==> src/rtl/numbers_pkg.sv <==
// Shared definitions for the numbers collision controller: default sizes,
// the per-number mask type and small arithmetic helpers.
package numbers_pkg;

  localparam int NUMBERS_DEFAULT = 3;
  localparam int COUNT_W_DEFAULT = 4;

  typedef logic [NUMBERS_DEFAULT-1:0] num_mask_t;

  // Number of set bits in a number mask.
  function automatic int popcount(input num_mask_t m);
    int n;
    n = 0;
    for (int i = 0; i < NUMBERS_DEFAULT; i++) begin
      n += int'(m[i]);
    end
    return n;
  endfunction

  // Addition clamped at max_val, used by the hit counter.
  function automatic int sat_add(input int a, input int b, input int max_val);
    return ((a + b) > max_val) ? max_val : (a + b);
  endfunction

endpackage

==> src/rtl/numbers_collision_ctrl_if.sv <==
// Bus between the frame/display side and the collision controller.
// The hitSound signal exists only when NUM_COLL_SOUND_EN is defined.
interface numbers_collision_ctrl_if #(
  parameter int NUMBERS = numbers_pkg::NUMBERS_DEFAULT,
  parameter int COUNT_W = numbers_pkg::COUNT_W_DEFAULT
);
  logic               startOfFrame;
  logic               levelRestart;
  logic               playerDR;
  logic [NUMBERS-1:0] numbersDR;
  logic [NUMBERS-1:0] singleHit;
  logic [NUMBERS-1:0] hitMask;
  logic [COUNT_W-1:0] hitCount;
  logic               allCleared;
`ifdef NUM_COLL_SOUND_EN
  logic               hitSound;
`endif

  // Frame source / display side: drives requests, consumes hit results.
  modport master (
    output startOfFrame, levelRestart, playerDR, numbersDR,
    input  singleHit, hitMask, hitCount, allCleared
`ifdef NUM_COLL_SOUND_EN
    , input hitSound
`endif
  );

  // Collision controller side.
  modport slave (
    input  startOfFrame, levelRestart, playerDR, numbersDR,
    output singleHit, hitMask, hitCount, allCleared
`ifdef NUM_COLL_SOUND_EN
    , output hitSound
`endif
  );
endinterface

==> src/rtl/pulse_stretcher.sv <==
// Stretches a one-cycle trigger into a CYCLES-long pulse; a trigger during
// the pulse restarts it, clr forces it low. Only built with NUM_COLL_SOUND_EN.
`ifdef NUM_COLL_SOUND_EN
module pulse_stretcher #(
  parameter int CYCLES = 16
) (
  input  logic clk,
  input  logic reset,
  input  logic clr,
  input  logic trig,
  output logic pulse
);
  localparam int CW = $clog2(CYCLES + 1);

  logic [CW-1:0] cnt_reg, cnt_next;

  // Reload on trigger, otherwise count down to zero; clear has priority.
  always_comb begin
    cnt_next = cnt_reg;
    if (clr) begin
      cnt_next = '0;
    end else if (trig) begin
      cnt_next = CW'(CYCLES);
    end else if (cnt_reg != '0) begin
      cnt_next = cnt_reg - CW'(1);
    end
  end

  // Counter register.
  always_ff @(posedge clk or posedge reset) begin
    if (reset) begin
      cnt_reg <= '0;
    end else begin
      cnt_reg <= cnt_next;
    end
  end

  assign pulse = (cnt_reg != '0);
endmodule
`endif

==> src/rtl/numbers_collision_ctrl.sv <==
// Per-frame collision arbiter: collects player/number overlaps during a
// frame and, at the next start-of-frame, pulses singleHit for each newly hit
// number, updating the sticky hit mask and a saturating hit count.
// Optional feature macro: NUM_COLL_SOUND_EN adds the hitSound pulse output.
module numbers_collision_ctrl #(
  parameter int NUMBERS   = numbers_pkg::NUMBERS_DEFAULT,
  parameter int COUNT_W   = numbers_pkg::COUNT_W_DEFAULT
`ifdef NUM_COLL_SOUND_EN
  , parameter int SOUND_CYC = 16
`endif
) (
  input logic clk,
  input logic reset,
  numbers_collision_ctrl_if.slave bus
);
  import numbers_pkg::*;

  localparam int CNT_MAX = (1 << COUNT_W) - 1;

  logic [NUMBERS-1:0] overlap;
  logic [NUMBERS-1:0] pending_reg, pending_next;
  logic [NUMBERS-1:0] single_hit_reg, single_hit_next;
  logic [NUMBERS-1:0] hit_mask_reg, hit_mask_next;
  logic [COUNT_W-1:0] hit_count_reg, hit_count_next;
  logic               all_cleared_reg, all_cleared_next;
  int                 pend_pop;

  // Overlap at this pixel, ignoring numbers that are already hidden.
  always_comb begin
    overlap = bus.playerDR ? (bus.numbersDR & ~hit_mask_reg) : '0;
  end

  // How many numbers are waiting to be committed.
  always_comb begin
    pend_pop = 0;
    for (int j = 0; j < NUMBERS; j++) begin
      pend_pop += int'(pending_reg[j]);
    end
  end

  // Collect every cycle; commit on startOfFrame; levelRestart wins over both.
  always_comb begin
    pending_next     = pending_reg | overlap;
    single_hit_next  = '0;
    hit_mask_next    = hit_mask_reg;
    hit_count_next   = hit_count_reg;
    all_cleared_next = &hit_mask_reg;
    if (bus.levelRestart) begin
      pending_next     = '0;
      hit_mask_next    = '0;
      hit_count_next   = '0;
      all_cleared_next = 1'b0;
    end else if (bus.startOfFrame) begin
      single_hit_next = pending_reg;
      hit_mask_next   = hit_mask_reg | pending_reg;
      hit_count_next  = COUNT_W'(sat_add(int'(hit_count_reg), pend_pop, CNT_MAX));
      // The overlap seen on the start-of-frame pixel opens the new frame;
      // numbers being committed right now must not be collected again.
      pending_next    = overlap & ~pending_reg;
    end
  end

  // State registers.
  always_ff @(posedge clk or posedge reset) begin
    if (reset) begin
      pending_reg     <= '0;
      single_hit_reg  <= '0;
      hit_mask_reg    <= '0;
      hit_count_reg   <= '0;
      all_cleared_reg <= 1'b0;
    end else begin
      pending_reg     <= pending_next;
      single_hit_reg  <= single_hit_next;
      hit_mask_reg    <= hit_mask_next;
      hit_count_reg   <= hit_count_next;
      all_cleared_reg <= all_cleared_next;
    end
  end

  assign bus.singleHit  = single_hit_reg;
  assign bus.hitMask    = hit_mask_reg;
  assign bus.hitCount   = hit_count_reg;
  assign bus.allCleared = all_cleared_reg;

`ifdef NUM_COLL_SOUND_EN
  // Sound starts in the same cycle singleHit rises, so trigger on its next value.
  pulse_stretcher #(
    .CYCLES (SOUND_CYC)
  ) u_sound (
    .clk   (clk),
    .reset (reset),
    .clr   (bus.levelRestart),
    .trig  (|single_hit_next),
    .pulse (bus.hitSound)
  );
`endif

endmodule

==> src/flat_wrapper.sv <==
// flat-port wrapper written by rule: the top's interface ports become plain ports
module numbers_collision_ctrl_flat import numbers_pkg::*;
#(
  parameter int NUMBERS   = numbers_pkg::NUMBERS_DEFAULT,
  parameter int COUNT_W   = numbers_pkg::COUNT_W_DEFAULT

)
  (clk, reset, bus_startOfFrame, bus_levelRestart, bus_playerDR, bus_numbersDR, bus_singleHit, bus_hitMask, bus_hitCount, bus_allCleared);
  numbers_collision_ctrl_if #(.NUMBERS(NUMBERS), .COUNT_W(COUNT_W)) bus_i ();
  input logic clk;
  input logic reset;
  input wire logic [$bits(bus_i.startOfFrame)-1:0] bus_startOfFrame;
  input wire logic [$bits(bus_i.levelRestart)-1:0] bus_levelRestart;
  input wire logic [$bits(bus_i.playerDR)-1:0] bus_playerDR;
  input wire logic [$bits(bus_i.numbersDR)-1:0] bus_numbersDR;
  output wire logic [$bits(bus_i.singleHit)-1:0] bus_singleHit;
  output wire logic [$bits(bus_i.hitMask)-1:0] bus_hitMask;
  output wire logic [$bits(bus_i.hitCount)-1:0] bus_hitCount;
  output wire logic [$bits(bus_i.allCleared)-1:0] bus_allCleared;
  assign bus_i.startOfFrame = bus_startOfFrame;
  assign bus_i.levelRestart = bus_levelRestart;
  assign bus_i.playerDR = bus_playerDR;
  assign bus_i.numbersDR = bus_numbersDR;
  assign bus_singleHit = bus_i.singleHit;
  assign bus_hitMask = bus_i.hitMask;
  assign bus_hitCount = bus_i.hitCount;
  assign bus_allCleared = bus_i.allCleared;
  numbers_collision_ctrl #(.NUMBERS(NUMBERS), .COUNT_W(COUNT_W)) u_core (.clk(clk), .reset(reset), .bus(bus_i));
endmodule
==> config.mk <==
export PLATFORM = sky130hd
export DESIGN_NAME = numbers_collision_ctrl_flat
export DESIGN_NICKNAME = d
export VERILOG_FILES = /design/src/rtl/numbers_pkg.sv /design/src/rtl/numbers_collision_ctrl_if.sv /design/src/rtl/pulse_stretcher.sv /design/src/rtl/numbers_collision_ctrl.sv /design/src/flat_wrapper.sv
export SDC_FILE = /design/constraint.sdc
export NUM_CORES = 1
export LEC_CHECK = 0
export CAP_MARGIN = 20
export CORE_MARGIN = 8
export CORE_UTILIZATION = 48
export CTS_BUF_LIST = sky130_fd_sc_hd__clkbuf_8 sky130_fd_sc_hd__clkbuf_16
export DETAILED_ROUTE_END_ITERATION = 10
export PLACE_DENSITY_LB_ADDON = 0.2
export SYNTH_ARGS = -nofsm -noshare
export SYNTH_HDL_FRONTEND = slang
export SYNTH_SLANG_ARGS = --single-unit
==> constraint.sdc <==
create_clock -name clk -period 4.85 [get_ports clk]
set_clock_uncertainty 0.15 [all_clocks]
set_input_delay 0.97 -clock clk [delete_from_list [all_inputs] [get_ports clk]]
set_output_delay 0.97 -clock clk [all_outputs]
set_load 0.03 [all_outputs]
==> results of run 1 <==
-- cells by family after synthesis --
logic type / after synthesis
DFF: 14
buffers and inverters: 11
adders and majority gates: 4
AOI/OAI and AO/OA: 14
and+or+nand+nor: 15
-- report_power, final --
group          internal [mW]  switching (mW)
registers              0.122         0.00375
logic                 0.0177          0.0221
clock network         0.0719          0.0417
total                  0.211          0.0676
-- metrics by stage --
step | area [um^2] | hold slack, ns | worst slack, ns | power (mW) | std cells
after floorplan | 649 | 0.366 | 2.60 | 0.150 | 58
final | 898 | 0.380 | 2.39 | 0.279 | 94
after CTS | 898 | 0.382 | 2.38 | 0.280 | 94
after detailed placement | 843 | 0.360 | 2.45 | 0.168 | 90
after global placement | 843 | 0.365 | 2.46 | 0.167 | 90
after global routing | 898 | 0.424 | 2.32 | 0.292 | 94
-- routing by layer --
metal  wire length [um]  share of wire (%)
met1                574                 40
met4                 10               0.70
met3                129                9.1
met2                711                 50
met5                  0                  0
-- worst paths after layout --
kind,slack (ns),depth (start not counted),endpoint
setup / recovery,2.39,1,bus_hitCount[3]
hold / removal,0.38,1,u_core.bus.hitMask[1]$_DFFE_PP0P_
setup reg to reg,2.44,7,u_core.bus.hitCount[1]$_DFFE_PP0P_
hold reg to reg,0.38,1,u_core.bus.hitMask[1]$_DFFE_PP0P_
max in group asynchronous,3.29,2,u_core.pending_reg[2]$_DFF_PP0_
min in group asynchronous,0.91,2,u_core.bus.singleHit[2]$_DFF_PP0_
-- cells in the mapped netlist, drive strengths merged --
| cell type | n |
|---|---|
| a211oi | 1 |
| inv | 10 |
| nor2 | 7 |
| o211ai | 1 |
| o21a | 1 |
| and4 | 2 |
| ha | 2 |
| and2b | 1 |
| and2 | 2 |
| dfrtp | 14 |
| a311oi | 1 |
| nor3 | 1 |
| a221oi | 2 |
| a21oi | 3 |
| buf | 1 |
| a32oi | 3 |
| fa | 2 |
| a21o | 2 |
| nor2b | 2 |
-- worst reg2reg max path: stages, from the launching register on --
cell,delay (ns)
dfrtp_1,0.41
ha_1,0.29
inv_1,0.04
fa_1,0.39
fa_1,0.42
and2b_2,0.25
a21oi_2,0.06
a221oi_1,0.28
-- final cells by class --
type | instances | area, um^2 | area share, %
inverters | 10 | 37.5 | 4.18
repair buffers | 18 | 180 | 20.1
clock buffers | 4 | 55.1 | 6.13
multi-input cells | 33 | 256 | 28.6
well taps | 15 | 18.8 | 2.09
flip-flops and latches | 14 | 350 | 39.0
==> qor.txt, run 1 <==
Status -> complete, no violations
Setup TNS -> 0 ns
# rows -> 13
Max clock buf depth -> 2
Layout cells sized above 1 -> 7.59%
Global-route wire length before repair -> 2480 um
Maximum vdd drop -> 268 uV
CP top delay family -> buffers and inverters
Post_cts resized -> 0
Yosys warnings -> 0
Max-slew violation count -> 0
Final worst path period share -> 50.7%
Most common cell after layout, fill and taps aside -> clkdlybuf4s50_1
Iter 0 DRT Violations -> 10
Register area share after synthesis -> 53.9%
Slew @ Worst Pin -> 0.527 ns
Antenna-violating nets left -> 0
Critical path type -> reg2out
Die Ht -> 52.8 um
Area of the core region -> 1280 um^2
Fillers -> 109
CP cell instances -> clkdlybuf4s50_1
# nets final -> 92
Post-detail-place hpwl -> 1120 um
Post-synthesis compound-gate area fraction -> 16.8%
Layer with the highest usage -> met2
Simple-gate share of the synthesized area -> 12.7%
Clk root buf -> clkbuf_8
Setup violations, final -> 0
# Max-Cap Violations -> 0
Routability-driven placement congestion ratio -> 0.853
Worst slew margin -> 64.8%
Hold Crit Start -> u_core.bus.hitMask[1]$_DFFE_PP0P_
Worst-path clk slew -> 0.06 ns
Largest net degree at the start of global routing -> 15
Pwr/cell area -> 310 nW/um^2
CP startpoint -> u_core.bus.hitCount[3]$_DFFE_PP0P_
Area contributors post-synth -> dfrtp_1, fa_1, inv_1, nor2_1, a32oi_1
Worst path arrival time -> 1.34 ns
Die Wd -> 52.8 um
Post-synthesis xor/xnor area fraction -> 0%
Fin crit period -> 2.46 ns
Grt ovf -> 0
Number of vias per cell -> 5.49
FMAX -> 407 MHz
Syn_nets -> 70
Top-area cell type share of the netlist area -> 53.9%
CTS tree -> built
Most frequent cells in the layout -> clkdlybuf4s50_1, dfrtp_1, inv_1
Final Hold Viols -> 0
Layout area overhead -> 38.3%
Post-Synth Adder-Cell Area -> 10.0%
H-tree Lvls -> 1
Mapped Cells -> 58
Global-route usage over all layers -> 12.1%
Met1 Use GR -> 13.7%
Crit-path slowest cell -> clkdlybuf4s50_1
Post-synthesis mux area share -> 0%
Wire per inst -> 15.2 um
CP Capture Type -> output pin
Critical Path Max Stage Delay -> 0.70 ns
Flops & latches, synth -> 14
Dominant cell type by area after synthesis -> dfrtp_1
Die area -> 2790 um^2
Initial antenna violation count -> 0
Worst Hold Class -> reg2reg
Hold_buf cts -> 0
# clock sinks -> 14
M3 GR Usage -> 6.25%
Post-synthesis cell area -> 649 um^2
Worst skew pair latency -> 0.25 ns
Boundary Pins -> 19
Count of cell types in the netlist -> 20
Drt drc -> 0
Vias in the first global route -> 556
Startpoint types -> register
Worst R2R Start -> u_core.pending_reg[0]$_DFF_PP0_
GRT met2 Usage -> 18.6%
DRT Wirelength -> 1430 um
Initial Utilization -> 50.5%
Max FFs per register -> 4
Via count -> 516
Data required time of the worst path -> 3.73 ns
TritonCTS Buffers -> 3
Postcts setup bufs -> 0
ANT cells -> 0
Buf/Inv on CP -> 1
P_leak -> 0.418 nW
Core Util, Final -> 69.9%
Post-Syn Area per Cell -> 11.2 um^2
Largest family of logic cells by synthesized area -> compound AO/OA/AOI/OAI gates
RSZ-0062 raised after global routing -> false
DRT Pass-1 Iters -> 4
CP max FO -> 4
IO buf count -> 18
Power figures use the tool's default switching activity.
==> inputs of run 2 (changes only) <==
Settings changed: CORE_UTILIZATION 48 to 40.
Clock period 4.85 ns to 2 ns, I/O delays scaled along.
==> run 2 against run 1 <==
  * The run now ends with setup timing left
  * Setup slack lost 2.6 ns
  * Register-to-register slack worse by 2.6 ns
  * Flip-flop and latch count is the same
  * Core utilization down 6.2 points
  * Die area rose by 14%
  * Via count is 2.1% higher
  * Clock-buffer cell count is the same
  * Total power rose by 150%
==> qor.txt, run 2 (synthesis gave the netlist of run 1 again) <==
Startpoint types -> register
Final Hold Viols -> 0 (unchanged)
Iter 0 DRT Violations -> 14 (+4)
PnR Total Power -> 0.689 mW (+150%)
Status -> finished with violations
Worst Hold Class -> in2async
# nets final -> 97 (+5.4%)
CP max FO -> 3 (-1)
# Max-Cap Violations -> 0 (unchanged)
Worst skew pair latency -> 0.24 ns (about the same)
Global-route usage over all layers -> 9.72% (-2.4 points)
Failing checks -> setup timing
Global-route wire length before repair -> 2480 um (-0.28%)
IO buf count -> 18 (unchanged)
H-tree Lvls -> 1 (unchanged)
Vias in the first global route -> 540 (-2.9%)
Maximum vdd drop -> 424 uV (+58%)
Pre-CTS setup slack -> -0.194 ns (-2.65 ns)
# clock sinks -> 14 (unchanged)
Layout cells sized above 1 -> 20.2% (+13 points)
Routability-driven placement congestion ratio -> 0.818 (-4.0%)
DRT Pass-1 Iters -> 4 (unchanged)
Largest net degree at the start of global routing -> 15 (unchanged)
Worst-case reg-to-reg path depth -> 7 (unchanged)
Hold WS -> 0.341 ns (-0.0396 ns)
Grt ovf -> 0 (unchanged)
Worst R2R Start -> u_core.pending_reg[0]$_DFF_PP0_
RSZ-0062 raised after global routing -> true
Fillers -> 125 (+15%)
Final worst path period share -> 110%
# rows -> 14 (+1)
Slew @ Worst Pin -> 0.516 ns (-0.0108 ns)
DRT Wirelength -> 1440 um (+0.91%)
P_leak -> 0.448 nW (+7.2%)
Max-slew violation count -> 0 (unchanged)
Initial Utilization -> 43.1% (-7.4 points)
ANT cells -> 0 (unchanged)
Die area -> 3170 um^2 (+14%)
CTS tree -> built
Setup violations, final -> 4 (+4)
Drt drc -> 0 (unchanged)
Reg area -> 350 um^2 (unchanged)
TritonCTS Buffers -> 3 (unchanged)
Data required time of the worst path -> 2.00 ns (-1.73 ns)
Critical path type -> reg2reg
Final Non-Filler Cells -> 100 (+6.4%)
Pwr/cell area -> 718 nW/um^2 (+130%)
Via count -> 527 (+2.1%)
Worst-path clk slew -> 0.06 ns (about the same)
Die Wd -> 56.3 um (+6.7%)
Layout area overhead -> 47.8%
Worst path arrival time -> 2.20 ns (+0.86 ns)
Number of vias per cell -> 5.27 (-4.0%)
Fin crit period -> 2.20 ns
Boundary Pins -> 19 (unchanged)
Worst slew margin -> 65.5% (+0.72 points)
Die Ht -> 56.3 um (+6.7%)
Antenna-violating nets left -> 0 (unchanged)
Max clock buf depth -> 2 (unchanged)
R2R Setup Slk -> -0.20 ns (-2.64 ns)
Initial antenna violation count -> 0 (unchanged)
Clk root buf -> clkbuf_8
Multi-input gate area -> 279 um^2 (+8.8%)
Placed insts -> 95 (+5.6%)
Post-route setup slack -> -0.196 ns (-2.59 ns)
Hold_buf cts -> 0 (unchanged)
FMAX -> 455 MHz
Post-detail-place hpwl -> 1100 um (-2.4%)
Wire per inst -> 14.4 um (-5.1%)
Most common cell after layout, fill and taps aside -> clkdlybuf4s50_1
Area of the core region -> 1510 um^2 (+17%)
CP Capture Type -> register
R2r endpoint -> u_core.bus.hitCount[0]$_DFFE_PP0P_
Max FFs per register -> 4 (unchanged)
Most frequent cells in the layout -> clkdlybuf4s50_1, dfrtp_1, inv_1
[run 2: cell count changes in the layout (fill, tap and decap cells not counted)]
cell,previous run,this run
a211oi_2,0,1
fa_1,2,0
fa_2,0,2
inv_2,0,1
buf_4,0,5
a221oi_2,0,2
a221oi_1,2,0
a211oi_1,1,0
inv_1,10,9
[run 2: cell type report]
| cell class | count | share of cell area [%] |
|---|---|---|
| sequential | 14 | 36.5 |
| timing repair buffer | 23 | 22.7 |
| tap | 16 | 2.09 |
| inverter | 10 | 3.91 |
| multi-input combinational | 33 | 29.1 |
| clock buffer | 4 | 5.74 |
[run 2: critical path: stages, from the launching register on]
cell	delay, ns
dfrtp_1	0.39
ha_1	0.29
inv_2	0.04
fa_2	0.34
fa_2	0.35
and2b_2	0.24
a21oi_2	0.07
a221oi_2	0.22
[run 2: repair_timing]
action,CTS,global route
gates resized for setup,2,2
setup endpoints to repair,4,4
buffers inserted,1,0
pin swaps,0,1
hold endpoints to repair,0,0
[run 2: report_power, final]
group          internal, mW  leakage, nW  switching (mW)
Combinational        0.0524        0.228          0.0611
Sequential            0.295        0.191         0.00781
Clock                 0.174       0.0288          0.0984
[run 2: metrics by stage]
stage          area (um^2)  utilization [%]  setup TNS, ns
3_3_place_gp           880             58.4         -0.484
4_1_cts                955             63.4         -0.542
3_5_place_dp           880             58.4         -0.539
6_report               960             63.7         -0.668
2_1_floorplan          654                -         -0.302
5_1_grt                960             63.7         -0.979
[run 2: how the worst max path moves through the flow]
stage / from / to / slack, ns / cells past startpoint
3_5_place_dp: u_core.pending_reg[0]$_DFF_PP0_ / u_core.bus.hitCount[0]$_DFFE_PP0P_ / -0.19 / 7
6_report: u_core.pending_reg[0]$_DFF_PP0_ / u_core.bus.hitCount[0]$_DFFE_PP0P_ / -0.20 / 7
3_3_place_gp: u_core.pending_reg[0]$_DFF_PP0_ / u_core.bus.hitCount[1]$_DFFE_PP0P_ / -0.17 / 7
2_1_floorplan: u_core.pending_reg[0]$_DFF_PP0_ / u_core.bus.hitCount[0]$_DFFE_PP0P_ / -0.13 / 7
5_1_grt: u_core.pending_reg[0]$_DFF_PP0_ / u_core.bus.hitCount[1]$_DFFE_PP0P_ / -0.27 / 7
4_1_cts: u_core.pending_reg[0]$_DFF_PP0_ / u_core.bus.hitCount[0]$_DFFE_PP0P_ / -0.17 / 7
[run 2: routing by layer]
layer	GRT usage, %	part of all wire (%)
met5	0	0
met4	6.19	0.97
met3	3.82	5.6
met2	13.5	46
met1	12.1	47
==> inputs of run 3 (changes only) <==
Settings changed: PLACE_DENSITY set to 0.72, PLACE_DENSITY_LB_ADDON 0.2 to unset.
==> run 3 against run 2 <==
  * The run still ends with setup timing left
  * Register-to-register slack improved by 0.03 ns
  * Total power down 6.3%
  * Via count up 1.1%
  * Fmax increased by 1.5%
  * Sequential power barely moved
  * Setup slack better by 0.031 ns
  * Final area is 0.13% higher
  * Sequential share of layout area about the same
  * First-iteration DRC count down 7.1%
  * Clock-buffer cell count decreased by 1
  * Cell count rose by 1.0%
  * Largest cell class unchanged
==> qor.txt, run 3 (synthesis gave the netlist of run 1 again) <==
Wire per inst -> 15.0 um (+4.7%)
Worst skew pair latency -> 0.24 ns (about the same)
Global-route wire length before repair -> 2570 um (+3.6%)
Critical Path Max Stage Delay -> 0.38 ns (about the same)
# rows -> 14 (unchanged)
Max-slew violation count -> 0 (unchanged)
Worst slew margin -> 65.0% (-0.57 points)
GRT met2 Usage -> 14.7% (+1.3 points)
R2r endpoint -> u_core.bus.hitCount[1]$_DFFE_PP0P_
Max FFs per register -> 4 (unchanged)
R2R Setup Slk -> -0.16 ns (+0.03 ns)
CP startpoint -> u_core.pending_reg[0]$_DFF_PP0_
Initial antenna violation count -> 0 (unchanged)
Worst R2R Start -> u_core.pending_reg[0]$_DFF_PP0_
ANT cells -> 0 (unchanged)
Vias in the first global route -> 534 (-1.1%)
Max clock buf depth -> 2 (unchanged)
DRT Pass-1 Iters -> 4 (unchanged)
CTS tree -> built
Post-route setup slack -> -0.165 ns (+0.0314 ns)
FMAX -> 462 MHz (+1.5%)
Antenna-violating nets left -> 0 (unchanged)
DRT Wirelength -> 1520 um (+5.7%)
Fin crit period -> 2.16 ns (-0.0314 ns)
PnR Total Power -> 0.645 mW (-6.3%)
Die Wd -> 56.3 um (unchanged)
# clock sinks -> 14 (unchanged)
# nets final -> 99 (+2.1%)
P_leak -> 0.452 nW (+0.82%)
Area of the core region -> 1510 um^2 (unchanged)
Failing checks -> setup timing
CP max FO -> 3 (unchanged)
Post-detail-place hpwl -> 1090 um (-0.71%)
CP cell instances -> ha_1, inv_1, fa_2, fa_2, and2b_2, a21oi_2, a221oi_2
IO buf count -> 18 (unchanged)
Critical path type -> reg2reg
Die area -> 3170 um^2 (unchanged)
Worst-path clk slew -> 0.06 ns (about the same)
TritonCTS Buffers -> 3 (unchanged)
Placed Area -> 880 um^2 (unchanged)
Iter 0 DRT Violations -> 13 (-1)
CP Capture Type -> register
Worst-case reg-to-reg path depth -> 7 (unchanged)
RSZ-0062 raised after global routing -> true
Startpoint types -> register
# Max-Cap Violations -> 0 (unchanged)
Worst Hold Class -> in2async
Largest net degree at the start of global routing -> 15 (unchanged)
Maximum vdd drop -> 436 uV (+2.7%)
Status -> finished with violations
Cell repeated most along the worst path -> fa_2
Drt drc -> 0 (unchanged)
Boundary Pins -> 19 (unchanged)
Via count -> 533 (+1.1%)
Layer with the highest usage -> met2
Crit-path slowest cell -> dfrtp_1
Pwr/cell area -> 671 nW/um^2 (-6.5%)
Number of vias per cell -> 5.28 (+0.14%)
Layout area overhead -> 48.0%
Worst path arrival time -> 2.17 ns (-0.03 ns)
Most frequent cells in the layout -> clkdlybuf4s50_1, dfrtp_1, inv_1
Final Hold Viols -> 0 (unchanged)
M3 GR Usage -> 2.02% (-1.8 points)
Clk root buf -> clkbuf_8
Finished Cell Area -> 961 um^2 (+0.13%)
Met1 Use GR -> 12.6% (+0.44 points)
Most common cell after layout, fill and taps aside -> clkdlybuf4s50_1
Data required time of the worst path -> 2.00 ns (about the same)
Slew @ Worst Pin -> 0.525 ns (+0.00848 ns)
Initial Utilization -> 43.1% (unchanged)
Final worst path period share -> 108% (-1.6 points)
Routability-driven placement congestion ratio -> 0.813 (-0.61%)
Layout cells sized above 1 -> 20.0% (-0.24 points)
Grt ovf -> 0 (unchanged)
Die Ht -> 56.3 um (unchanged)
Critical Path Sink -> u_core.bus.hitCount[1]$_DFFE_PP0P_
H-tree Lvls -> 1 (unchanged)
Global-route usage over all layers -> 10.1% (+0.33 points)
Setup violations, final -> 4 (unchanged)
## run 3: routing by layer
| metal | up-vias | routed length [um] |
|---|---|---|
| li1 | 255 | - |
| met2 | 17 | 708 |
| met4 | 0 | 19 |
| met1 | 259 | 726 |
| met5 | - | 0 |
| met3 | 2 | 65 |
## run 3: cell type report
| type | instances | area, um^2 |
|---|---|---|
| tap | 16 | 20.0 |
| fill | 117 | 546 |
| timing repair buffer | 25 | 233 |
| clock buffer | 3 | 41.3 |
| inverter | 10 | 37.5 |
| sequential | 14 | 350 |
| multi-input combinational | 33 | 279 |
## run 3: how the worst min path moves through the flow
| stage | endpoint | start | cells past startpoint | slack (ns) |
|---|---|---|---|---|
| floorplan | u_core.bus.allCleared$_DFF_PP0_ | reset | 1 | 0.14 |
| global placement | u_core.bus.hitMask[0]$_DFFE_PP0P_ | u_core.bus.hitMask[0]$_DFFE_PP0P_ | 1 | 0.37 |
| detailed placement | u_core.bus.hitMask[0]$_DFFE_PP0P_ | u_core.bus.hitMask[0]$_DFFE_PP0P_ | 1 | 0.38 |
| CTS | u_core.pending_reg[0]$_DFF_PP0_ | reset | 2 | 0.37 |
| global route | u_core.pending_reg[0]$_DFF_PP0_ | reset | 2 | 0.41 |
| finish | u_core.pending_reg[0]$_DFF_PP0_ | reset | 2 | 0.35 |
## run 3: critical path, delay by kind of cell, from the launching register on
family / cells / cell delay, ns
compound gates: 2 / 0.29
fa+ha+maj: 3 / 0.96
flops: 1 / 0.38
buf+inv: 1 / 0.04
simple gates: 1 / 0.24
## run 3: power breakdown
group	switching (mW)	total [mW]	internal [mW]
Sequential	0.00759	0.302	0.295
Clock	0.0918	0.225	0.133
Combinational	0.0624	0.118	0.0553
Total	0.162	0.645	0.483
## run 3: timing repair
action	4_1_cts	5_1_grt
setup endpoints to repair	4	4
hold buffers	0	0
pin swaps	1	0
setup buffers	2	1
endpoints found under the hold margin	0	0
gates cloned	0	0
resized for setup	3	0
## run 3: metrics by stage
stage	hold WS, ns	worst slack, ns	TNS [ns]	utilization (%)	std cells
5_1_grt	0.408	-0.262	-0.791	63.8	101
2_1_floorplan	0.139	-0.133	-0.302	-	58
6_report	0.348	-0.165	-0.483	63.8	101
3_3_place_gp	0.366	-0.167	-0.453	58.4	95
3_5_place_dp	0.376	-0.189	-0.492	58.4	95
4_1_cts	0.368	-0.156	-0.445	63.3	100
==> variant, RTL diff (config.mk and constraints of run 3) <==
The package constant `NUMBERS_DEFAULT` goes from 3 to 6.
--- a/src/rtl/numbers_pkg.sv
+++ b/src/rtl/numbers_pkg.sv
@@ -3,5 +3,5 @@
 package numbers_pkg;
 
-  localparam int NUMBERS_DEFAULT = 3;
+  localparam int NUMBERS_DEFAULT = 6;
   localparam int COUNT_W_DEFAULT = 4;
 
Ports: changed (resized bus_hitMask, bus_numbersDR and bus_singleHit); port bits go from 19 to 28. The function was not compared with the original's and may differ.
==> variant against run 3 <==
  * The flow still finishes with violations (negative setup slack)
  * Combinational power grew 150%
  * Routed wire length grew 72%
  * Synthesized area grew 72%
  * Setup slack lost 0.89 ns
  * Sequential cell count grew 9
  * Die area grew 50%
  * Final area grew 72%
  * Non-clock buffer count grew 24
  * Power grew 68%
  * Critical path type unchanged
  * Critical endpoint is now u_core.bus.hitCount[0]$_DFFE_PP0P_
==> variant: results (changes against run 3) <==
- Layout cell share with drive strength beyond 1: 20.8% (was 20.0%)
- Yosys cell types: 25 (was 20)
- Slew @ Worst Pin: 0.317 ns (was 0.525 ns)
- Sequential power: 0.000505 W (was 0.000302 W)
- Pint: 0.000768 W (was 0.000483 W)
- Dpl hpwl: 2.09 mm (was 1.09 mm)
- Worst-skew pair later-pin latency: 0.26 ns (was 0.24 ns)
- Max IR drop VDD: 407 uV (was 436 uV)
- Final worst slack: -1.05 ns (was -0.165 ns)
- Synth Instances: 105 (was 58)
- Routed len/inst: 14.2 um (was 15.0 um)
- Largest net degree at the start of global routing: 24 (was 15)
- Violated checks: negative setup slack (unchanged)
- WHS: 0.320 ns (was 0.348 ns)
- Switching Share: 29.0% (was 25.1%)
- Tot GR Track Use: 11.8% (was 10.1%)
- Async S/R FF share, synth: 100% (unchanged)
- Final Setup Violations: 4 (unchanged)
- Placed inst area: 0.00159 mm2 (was 880 um2)
- Slowest-stage cell, CP: fa_1 (was dfrtp_1)
- Placed Cells: 180 (was 95)
- Worst stage delay on the critical path: 0.50 ns (was 0.38 ns)
- Synth top area cells: dfrtp_1 51%, ha_1 8.9%, nor2_1 6.7%, fa_1 5.4%, a32oi_1 4.7% (was dfrtp_1 54%, fa_1 6.2%, inv_1 5.8%, nor2_1 4.0%, a32oi_1 4.0%)
- Static leakage power: 0.812 nW (was 0.452 nW)
- Global-route wire length before repair: 4.19 mm (was 2.57 mm)
- Drt first-iter violations: 24 (was 13)
- Clock share of power: 26.2% (was 34.9%)
- IO buf count: 27 (was 18)
- Top post-synthesis cells by count: 23 x dfrtp_1, 20 x nor2_1, 12 x inv_1 (was 14 x dfrtp_1, 10 x inv_1, 7 x nor2_1)
- Setup TNS: -4.16 ns (was -0.483 ns)
- Final Non-Filler Cells: 185 (was 101)
- Placer Congestion: 0.815 (was 0.813)
- Clock slew at reported path FFs: 0.08 ns (was 0.06 ns)
- Vias in the first global route: 946 (was 534)
- Avg Vias per Cell: 5.01 (was 5.28)
- Net Count, Synth: 127 (was 70)
- Antenna violations before repair: 0 (unchanged)
- Post-synthesis sequential area ratio: 51.5% (was 53.9%)
- Status: finished with violations (unchanged)
variant: routing by layer:
metal | share of wire (%) | global-route usage [%]
met3 | 4.7 | 1.78
met2 | 51 | 20.8
met4 | 1.6 | 5.26
met5 | 0 | 0
met1 | 42 | 13.7
variant: path summary, 6_finish.rpt:
kind                                                    from                                  to  cells past startpoint
max                          u_core.pending_reg[1]$_DFF_PP0_  u_core.bus.hitCount[0]$_DFFE_PP0P_                     10
min                                                    reset   u_core.bus.singleHit[2]$_DFF_PP0_                      3
max reg2reg                  u_core.pending_reg[1]$_DFF_PP0_  u_core.bus.hitCount[0]$_DFFE_PP0P_                     10
min reg2reg                u_core.bus.hitMask[0]$_DFFE_PP0P_     u_core.bus.allCleared$_DFF_PP0_                      2
max in group asynchronous                              reset   u_core.bus.hitMask[5]$_DFFE_PP0P_                      3
min in group clk           u_core.bus.hitMask[0]$_DFFE_PP0P_     u_core.bus.allCleared$_DFF_PP0_                      2
variant: cells by family (layout without fill, tap and decap cells):
| family | after synthesis | count (layout) | share of synthesized area, % |
|---|---|---|---|
| fa+ha+maj | 11 | 11 | 14.3 |
| flops | 23 | 23 | 51.5 |
| xor+xnor | 1 | 1 | 0.783 |
| buf+inv | 16 | 65 | 5.93 |
| simple gates | 36 | 36 | 15.4 |
| compound gates | 18 | 18 | 12.1 |
variant: area by class of cell:
cell class / instances / area [um2]
clock inverter: 1 / 3.75
clock buffer: 3 / 41.3
tap: 31 / 38.8
sequential: 23 / 576
fill: 230 / 1060
inverter: 12 / 45.0
multi-input combinational: 66 / 510
timing repair buffer: 49 / 438
variant: what timing repair did:
item,CTS,global route
gates cloned,0,0
setup endpoints to repair,4,5
gates resized for setup,0,3
pin swaps,5,3
buffers inserted,1,0
